## src/rtl/count7seg_mux.sv

```systemverilog
// count7seg_mux: multi-digit BCD/hex up/down counter with a prescaled count
// step, synchronous load, and a time-multiplexed 7-segment display driver.

// One counter digit: increment/decrement step with carry/borrow chaining,
// plus load-value clamping for decimal mode.
module count7seg_mux_nib #(
  parameter int BCD = 1
) (
  input  logic [3:0] i_nib,
  input  logic       i_up,
  input  logic       i_cin,
  input  logic [3:0] i_ld,
  output logic [3:0] o_step,
  output logic [3:0] o_ld,
  output logic       o_cout
);
  localparam logic [3:0] MAX = (BCD != 0) ? 4'd9 : 4'd15;

  logic w_max, w_zero;

  // Step this digit only when the chain reaches it; carry/borrow out on roll.
  always_comb begin
    w_max  = (i_nib == MAX);
    w_zero = (i_nib == 4'd0);
    o_step = i_nib;
    o_cout = 1'b0;
    if (i_up) begin
      o_cout = i_cin & w_max;
      if (i_cin) o_step = w_max ? 4'd0 : 4'(i_nib + 4'd1);
    end else begin
      o_cout = i_cin & w_zero;
      if (i_cin) o_step = w_zero ? MAX : 4'(i_nib - 4'd1);
    end
    o_ld = ((BCD != 0) && (i_ld > 4'd9)) ? 4'd9 : i_ld;
  end
endmodule

module count7seg_mux #(
  parameter int DIGITS     = 4,
  parameter int TICK_DIV   = 50000,
  parameter int SCAN_DIV   = 500,
  parameter int BCD        = 1,
  parameter int LZB        = 1,
  parameter int ACTIVE_LOW = 0
) (
  input  logic                  CLK,
  input  logic                  RES,
  input  logic                  EN,
  input  logic                  DIR,
  input  logic                  LOAD,
  input  logic [4*DIGITS-1:0]   LDVAL,
  input  logic [DIGITS-1:0]     DP,
  output logic [7:0]            Y,
  output logic [DIGITS-1:0]     AN,
  output logic [4*DIGITS-1:0]   CNT,
  output logic                  WRAP,
  output logic                  C
);
  localparam int   PW = (TICK_DIV > 1) ? $clog2(TICK_DIV) : 1;
  localparam int   SW = (SCAN_DIV > 1) ? $clog2(SCAN_DIV) : 1;
  localparam int   IW = (DIGITS > 1) ? $clog2(DIGITS) : 1;
  localparam logic AL = (ACTIVE_LOW != 0);

  logic [DIGITS-1:0][3:0] r_cnt, w_step, w_ld;
  logic [DIGITS:0]        w_carry;
  logic [DIGITS:0]        w_lz;
  logic [PW-1:0]          r_pre;
  logic [SW-1:0]          r_scan;
  logic [IW-1:0]          r_idx;
  logic                   r_wrap;
  logic [7:0]             r_y;
  logic [DIGITS-1:0]      r_an;
  logic                   w_pre_tc, w_tick, w_scan_tc, w_blank;
  logic [3:0]             w_nib;
  logic [6:0]             w_seg;
  logic [7:0]             w_y;
  logic [DIGITS-1:0]      w_an;

  // Least significant digit always steps; higher digits step on carry/borrow.
  assign w_carry[0]      = 1'b1;
  // A digit is a leading zero when it and every digit above it are zero.
  assign w_lz[DIGITS]    = 1'b1;

  for (genvar g = 0; g < DIGITS; g++) begin : g_nib
    count7seg_mux_nib #(.BCD(BCD)) u_nib (
      .i_nib  (r_cnt[g]),
      .i_up   (DIR),
      .i_cin  (w_carry[g]),
      .i_ld   (LDVAL[4*g +: 4]),
      .o_step (w_step[g]),
      .o_ld   (w_ld[g]),
      .o_cout (w_carry[g+1])
    );
    assign w_lz[g] = (r_cnt[g] == 4'd0) & w_lz[g+1];
  end

  assign w_pre_tc  = (r_pre == PW'(TICK_DIV - 1));
  assign w_tick    = EN & w_pre_tc & ~LOAD;
  assign w_scan_tc = (r_scan == SW'(SCAN_DIV - 1));

  // Count prescaler: frozen by EN=0, restarted by a load.
  always_ff @(posedge CLK or negedge RES) begin
    if (!RES)          r_pre <= '0;
    else if (LOAD)     r_pre <= '0;
    else if (EN)       r_pre <= w_pre_tc ? '0 : PW'(r_pre + 1'b1);
  end

  // Counter and wrap pulse; load wins over a coincident tick.
  always_ff @(posedge CLK or negedge RES) begin
    if (!RES) begin
      r_cnt  <= '0;
      r_wrap <= 1'b0;
    end else begin
      r_wrap <= w_tick & w_carry[DIGITS];
      if (LOAD)        r_cnt <= w_ld;
      else if (w_tick) r_cnt <= w_step;
    end
  end

  // Free-running scan divider stepping the selected digit.
  always_ff @(posedge CLK or negedge RES) begin
    if (!RES) begin
      r_scan <= '0;
      r_idx  <= '0;
    end else if (w_scan_tc) begin
      r_scan <= '0;
      r_idx  <= (r_idx == IW'(DIGITS - 1)) ? '0 : IW'(r_idx + 1'b1);
    end else begin
      r_scan <= SW'(r_scan + 1'b1);
    end
  end

  // Segment decode of the selected digit, blanking and polarity.
  always_comb begin
    w_nib = r_cnt[r_idx];
    case (w_nib)
      4'h0: w_seg = 7'b1111110;
      4'h1: w_seg = 7'b0110000;
      4'h2: w_seg = 7'b1101101;
      4'h3: w_seg = 7'b1111001;
      4'h4: w_seg = 7'b0110011;
      4'h5: w_seg = 7'b1011011;
      4'h6: w_seg = 7'b1011111;
      4'h7: w_seg = 7'b1110000;
      4'h8: w_seg = 7'b1111111;
      4'h9: w_seg = 7'b1111011;
      4'hA: w_seg = 7'b1110111;
      4'hB: w_seg = 7'b0011111;
      4'hC: w_seg = 7'b1001110;
      4'hD: w_seg = 7'b0111101;
      4'hE: w_seg = 7'b1001111;
      4'hF: w_seg = 7'b1000111;
      default: w_seg = 7'b0000000;
    endcase
    w_blank = (LZB != 0) && (r_idx != '0) && w_lz[r_idx];
    w_y     = {(w_blank ? 7'b0000000 : w_seg), DP[r_idx]} ^ {8{AL}};
    w_an    = (DIGITS'(1) << r_idx) ^ {DIGITS{AL}};
  end

  // Display pin register; resets to digit 0 showing "0".
  always_ff @(posedge CLK or negedge RES) begin
    if (!RES) begin
      r_y  <= 8'hFC ^ {8{AL}};
      r_an <= DIGITS'(1) ^ {DIGITS{AL}};
    end else begin
      r_y  <= w_y;
      r_an <= w_an;
    end
  end

  assign Y    = r_y;
  assign AN   = r_an;
  assign CNT  = r_cnt;
  assign WRAP = r_wrap;
  assign C    = AL;
endmodule

```

## config.mk

```make
export PLATFORM = sky130hd
export DESIGN_NAME = count7seg_mux
export DESIGN_NICKNAME = d
export VERILOG_FILES = /design/src/rtl/count7seg_mux.sv
export SDC_FILE = /design/constraint.sdc
export NUM_CORES = 1
export LEC_CHECK = 0
export CORE_MARGIN = 2
export CORE_UTILIZATION = 56
export CTS_BUF_LIST = sky130_fd_sc_hd__clkbuf_8
export CTS_CLUSTER_DIAMETER = 120
export DETAILED_ROUTE_END_ITERATION = 8
export DONT_BUFFER_PORTS = 1
export PLACE_DENSITY_LB_ADDON = 0.12
export SKIP_LAST_GASP = 1
export SYNTH_ARGS = -nofsm -noshare
export SYNTH_HDL_FRONTEND = slang
export SYNTH_SLANG_ARGS = --single-unit
export TNS_END_PERCENT = 10
```

## constraint.sdc

```tcl
create_clock -name CLK -period 7.4 [get_ports CLK]
set_input_delay 1.11 -clock CLK [delete_from_list [all_inputs] [get_ports CLK]]
set_output_delay 1.11 -clock CLK [all_outputs]
set_load 0.01 [all_outputs]
```

; After elaboration in Yosys (flattened, before gate mapping)
; Memories as Yosys holds them, arrays and structs flattened.
; Index checks and enable logic that the tools add are counted.
[op_classes]
add_sub_neg = 11
order_cmp = 6
n_eq_ne = 7
shift = 1
n_mux = 40
bitwise = 13
reduce_logical = 14
[op_table]
columns = cell, n
row1 = $mux 4, 23
row2 = $mux 16, 5
row3 = $add 16x1->16 const B, 1
row4 = $add 4x1->4 const B, 4
row5 = $eq 16x16->1 const B, 1
row6 = $eq 4x4->1 const B, 4
row7 = $gt 4x4->1 const B, 4
row8 = $logic_not 4->1, 4
row9 = $sub 4x1->4 const B, 4
row10 = $and 1x1->1, 12
row11 = $reduce_bool 2->1, 6
row12 = $add 9x1->9 const B, 1
row13 = $eq 9x9->1 const B, 1
row14 = $mux 9, 1
row15 = $bmux 4 s2, 1
row16 = $mux 7, 1
row17 = $mux 1, 6
row18 = $reduce_and 2->1, 3
row19 = $bmux 1 s2, 2
row20 = $lt 2x4->1 const B, 1
row21 = $shl 1x2->4 const A, 1
row22 = $lt 2x3->1 const B, 1
row23 = $add 2x1->2 const B, 1
row24 = $eq 2x2->1 const B, 1
row25 = 3 further kinds, 3
[totals]
reg_bits = 56
mem_bits_ro = 112
inputBits = 25
output_inout_bits = 30
n_memories = 1
[mem_list]
columns = name, depth, width, rd, rd_ports_with_merged_regs, wr, line_no
row1 = (no name shown), 16, 7, 1, 0, 0, 136  ; case (w_nib)

; Logic depth before layout (Yosys ltp)
[depth]
depth_word = 10
ltp_mapped = 9
ltp_nobuf = 8

; Cells and area by module
; A second synthesis with hierarchy kept.
[unflattened]
hier_cells = 430
area_unflattened_um2 = 4011.3
[by_module_without_submodules]
columns = module, n_inst, cells_each, area_per_inst_um2, seq_area_each_um2
row1 = count7seg_mux, 1, 286, 3035.4, 1410.1
row2 = count7seg_mux_nib, 4, 36, 244.0, 0.0

; Least setup slack after synthesis
; OpenSTA, ideal clock, no wires.
[synth_path]
kind = input port to flip-flop
from = in EN
to = reg r_cnt (netlist bit CNT[13])
arrival_time_ns = 2.893
required_time_ns = 7.270
setup_slack_ns = 4.377
stages = 7
path_buffers = 2
cell_sequence = clkdlybuf4s15_2 > nand4_1 > or4_1 > or4_1 > buf_6 > mux2i_1 > o21ai_1
[synth_between]
elab_chain_cells = 4
[synth_lines]
columns = item, line_no
row1 = start: declaration, 48  ; input logic EN,
row2 = $and 1x1->1 (2 in a row), 98  ; assign w_tick = EN & w_pre_tc & ~LOAD;
row3 = $reduce_bool 2->1 (no source line), --
row4 = $reduce_and 2->1 (no source line), --
row5 = end signal: assignment, 115  ; if (LOAD) r_cnt <= w_ld;
row6 = end signal: assignment, 116  ; else if (w_tick) r_cnt <= w_step;
row7 = end: declaration, 64  ; logic [DIGITS-1:0][3:0] r_cnt, w_step, w_ld;
; Every way passes these cells.
; A chain may end at the register's enable or synchronous reset.

; Worst setup path in the final report
[layout_path]
from = reg r_pre[10]
to = reg r_cnt (netlist bit CNT[13])
[layout_between]
elab_chain_cells = 5
[layout_lines]
columns = item, line_no
row1 = start: declaration, 67  ; logic [PW-1:0] r_pre;
row2 = start signal: assignment, 105  ; else if (EN) r_pre <= w_pre_tc ? '0 : PW'(r_pre + 1'b1);
row3 = $eq 16x16->1, 97  ; assign w_pre_tc = (r_pre == PW'(TICK_DIV - 1));
row4 = $and 1x1->1 (2 in a row), 98
row5 = $reduce_bool 2->1 (no source line), --
row6 = $reduce_and 2->1 (no source line), --
; Every way passes these cells.

==> results.md <==
### Clocking
• 2 — CTS Buffer Depth
• 0 — cts hold-fix bufs
• 0.11 ns — clock edge transition at the registers on the reported setup and hold paths
• yes — clock tree from TritonCTS
• 2 — depth of the CTS H-tree
• 0.32 ns — Clk Latency, worst-skew pair
• 0 — buffers inserted by post-CTS timing repair
• 56 — number of sinks handled by clock tree synthesis
• clkbuf_8 — buffer cell driving the clock tree root
• 0 — total of cells resized after clock tree synthesis
• 5 — clock buffers created by TritonCTS

### Setup path
• or4_1 — Worst path slowest cell
• flop — sort of element at the start of the critical path
• reg2reg — class of the most critical setup path
• 2.88 ns — data arrival at the endpoint of the critical path
• or4b_4 > or4_1 > or4_1 > mux2i_1 > o21ai_1 — cell-by-cell listing of the critical path
• 0.70 ns — delay contributed by the slowest stage of the critical path
• 5 — cell count of the worst reg-to-reg path
• 7.61 ns — endpoint required time on the critical path
• 5 — largest fanout of any net on the critical path
• 0 — crit path buf inv count
• 5 — logic depth of the worst setup path including buffers
• or4_1 — Worst path most repeated cell
• simple AND/OR/NAND/NOR gates — CP delay by family, top
• flop — CP endpoint kind

### Route
• 0 — number of antenna-violating nets in the routed design
• 7.280 mm — detailed-route wire length
• 6.134 — post-DR vias/cell
• 15.79 µm — final routed wire length divided by cell count
• 0 — drc violations
• 5 — number of search-and-repair iterations in the first detailed-routing pass
• 200 — number of DRC markers in iteration 0
• 2828 — number of vias after detailed routing

### Place
• 0 — number of port buffers
• 4.985 mm — half-perimeter wire length after detailed placement
• 453 — placed cells
• 0.7838 — final weighted congestion in routability-driven placement

### Synth
• dfrtp_1 34%, o21ai_0 5.2%, dfstp_2 5.1%, nor2_1 5.1%, ha_1 4.1% — top area cells in the synthesized netlist
• 3632 µm² — combined area of all synthesized cells
• 56 — number of flip-flops and latches in the synthesized netlist
• 0 — warning count from the yosys run
• 38.82% — share of synthesized area occupied by flip-flops and latches
• 0 — number of synthesized flops with an enable pin
• dfrtp_1 — biggest area consumer among synthesized cells
• 100.0% — FFs w/ async S/R, synth
• 442 — post-synth net total
• 405 — number of cells produced by synthesis
• 56 — unique cell type count in the Yosys netlist
• 8.968 µm² — synthesized area divided by synthesized cell count
• 33.76% — proportion of netlist area held by the largest area contributor
• dfrtp_1 — Post-synth top flop

### Job
• 0 — Maximum Capacitance Violations

### STA
• 0 — final hold violations
• 0 ns — Total Neg Setup Slack
• 36.11% — Final Cycle Share
• 0.9228 ns — slew at the pin closest to its max-slew limit
• 0 — number of slew-limit violations in the final report
• 0 — Setup violations, final
• 0.4651 ns — post-route worst hold slack
• 0.3742 GHz — Achievable Freq
• false — setup repair after global routing missed its margin
• 0.009393 ns — largest clock skew in the final design
• 2.672 ns — final critical delay including setup and external delays
• 37.91% — worst slew margin relative to its limit

### Pwr
• 184.6 µW — sw power
• 0.001458 µW — Leak Pwr
• 58.3% — portion of total power attributed to sequential cells
• 104.9 µV — Max IR drop VDD
• 432.6 µW — Pint
• 12.4% — Combinational Power Share
• 168.1 nW/µm² — power per unit of standard cell area
• 29.91% — proportion of total power due to net switching
• 29.3% — share of power burned in the clock network

### Global routing
• 20.64% — overall routing resource usage
• 57 — pin count of the biggest net entering global routing
• 2605 — number of global-route vias before repair
• 12.29 mm — global-route wire length before repair
• 0 — leftover overflow at the end of global routing
• 0 — number of antenna violations at the first check in global routing

### Floorplanning
• 84.54 µm — die width
• 84.54 µm — die height
• 29 — Row Count
• 57.53% — initial cell density of the core
• 7146 µm² — overall die area
• 6314 µm² — standard cell core area
• 55 — I/O pin count

### Min path
• reg2reg — worst hold-check path type
• 1 — number of cells traversed by the worst hold path

### Final layout
• 58.15% — Finished Core Util
• 572 — Filler cells
• 8.073% — fraction of layout instances using a drive strength above 1
• 461 — Finished Layout Cells
• 1.068% — Layout Area Growth over Synthesis
• 420 — nets
• 0 — Antenna Diode Count

### Status
• finished, final reports clean — outcome

## worst register-to-register path: stages (launching register included)
cell     delay, ns
dfrtp_1       0.45
or4b_4        0.55
or4_1         0.57
or4_1         0.70
mux2i_1       0.23
o21ai_1       0.08
## routing by layer
| metal | up-vias | share of wire (%) | global-route usage, % |
|---|---|---|---|
| li1 | 1393 | - | - |
| met1 | 1338 | 48 | 30.01 |
| met2 | 90 | 44 | 30.92 |
| met3 | 7 | 7.2 | 5.506 |
| met4 | 0 | 0.85 | 5.195 |
| met5 | - | 0 | 0 |
## final cells by class
cell class	instances	area (µm²)	share of cell area (%)
timing repair buffer	2	15.01	0.4090
multi-input combinational	306	2011	54.77
inverter	12	45.04	1.227
sequential	56	1410	38.41
clock buffer	5	68.82	1.875
clock inverter	3	25.02	0.6817
tap	77	96.34	2.624
## worst paths after layout
path                                       start                   end  slack [ns]
hold reg to reg              r_scan[0]$_DFF_PN0_   r_scan[0]$_DFF_PN0_        0.47
setup / recovery           r_pre[10]$_DFFE_PN0P_   CNT[13]$_DFFE_PN0P_        4.73
hold / removal               r_scan[0]$_DFF_PN0_   r_scan[0]$_DFF_PN0_        0.47
max in group asynchronous                    RES        Y[6]$_DFF_PN1_        6.74
setup reg to reg           r_pre[10]$_DFFE_PN0P_   CNT[13]$_DFFE_PN0P_        4.73
min in group asynchronous                    RES  r_pre[5]$_DFFE_PN0P_        0.48
## Yosys cell counts, drive strengths merged (3+ instances only)
cell type,number
nand2b,3
and4b,3
and3,10
xnor2,13
buf,7
nor3b,3
nor3,15
or4,4
a21oi,17
dfstp,7
nor2,49
o21ai,43
nor2b,5
nand4,4
o31ai,5
dfrtp,49
a211oi,3
mux2,3
inv,12
ha,12
mux4,5
o41ai,3
o31a,3
o22ai,4
nor4,7
nand2,28
nor4b,3
nand3,11
xor2,13
clkbuf,23
mux2i,13
o21a,4
## stage by stage
stage               area, µm²  power [µW]  setup WS, ns
finish                   3671       617.2         4.728
detailed placement       3577       441.7         4.433
global placement         3577       440.1         4.469
global route             3671       643.2         4.588
floorplan                3632       431.9         4.377
CTS                      3671       619.9         4.711
## cells in the final DEF (no fill, tap or decap), types with 3 or more instances in the layout
| cell type | n |
|---|---|
| a211oi_1 | 3 |
| a21oi_1 | 17 |
| and3_1 | 9 |
| and4b_1 | 3 |
| clkbuf_8 | 5 |
| dfrtp_1 | 49 |
| dfstp_2 | 7 |
| ha_1 | 12 |
| inv_1 | 12 |
| mux2_2 | 3 |
| mux2i_1 | 13 |
| mux4_2 | 5 |
| nand2_1 | 28 |
| nand2b_1 | 3 |
| nand3_1 | 11 |
| nand4_1 | 4 |
| nor2_1 | 49 |
| nor2b_1 | 5 |
| nor3_1 | 14 |
| nor3b_1 | 3 |
| nor4_1 | 7 |
| nor4b_1 | 3 |
| o21a_1 | 4 |
| o21ai_0 | 38 |
| o21ai_1 | 5 |
| o22ai_1 | 4 |
| o31a_1 | 3 |
| o31ai_1 | 5 |
| o41ai_1 | 3 |
| or4_1 | 4 |
| xnor2_1 | 13 |
| xor2_1 | 12 |
## power groups by stage
stage	combinational (µW)	sequential [µW]	clock [µW]
2_1_floorplan	87.1	345	0
3_3_place_gp	74.8	365	0
3_5_place_dp	76.2	366	0
4_1_cts	76.6	360	184
5_1_grt	87.0	364	192
6_report	76.8	360	181
## logic make-up (layout without fill, tap and decap cells)
| logic type | count (synthesis) | count (layout) | synth area share (%) |
|---|---|---|---|
| adder cells (fa/ha/maj) | 12 | 12 | 4.134 |
| XOR/XNOR | 26 | 26 | 6.476 |
| other | 1 | 1 | 0.1032 |
| flip-flops | 56 | 56 | 38.82 |
| multiplexers | 21 | 21 | 7.613 |
| AND/OR/NAND/NOR | 155 | 155 | 22.12 |
| AO/OA/AOI/OAI | 91 | 91 | 14.92 |
| buffers and inverters | 43 | 22 | 5.821 |
## flip-flops by register name (all words and copies together), names as in the netlist
signal,flops
AN,4
CNT,16
WRAP,1
Y,8
r_idx,2
r_pre,16
r_scan,9
(Power assumes the default switching activity.)
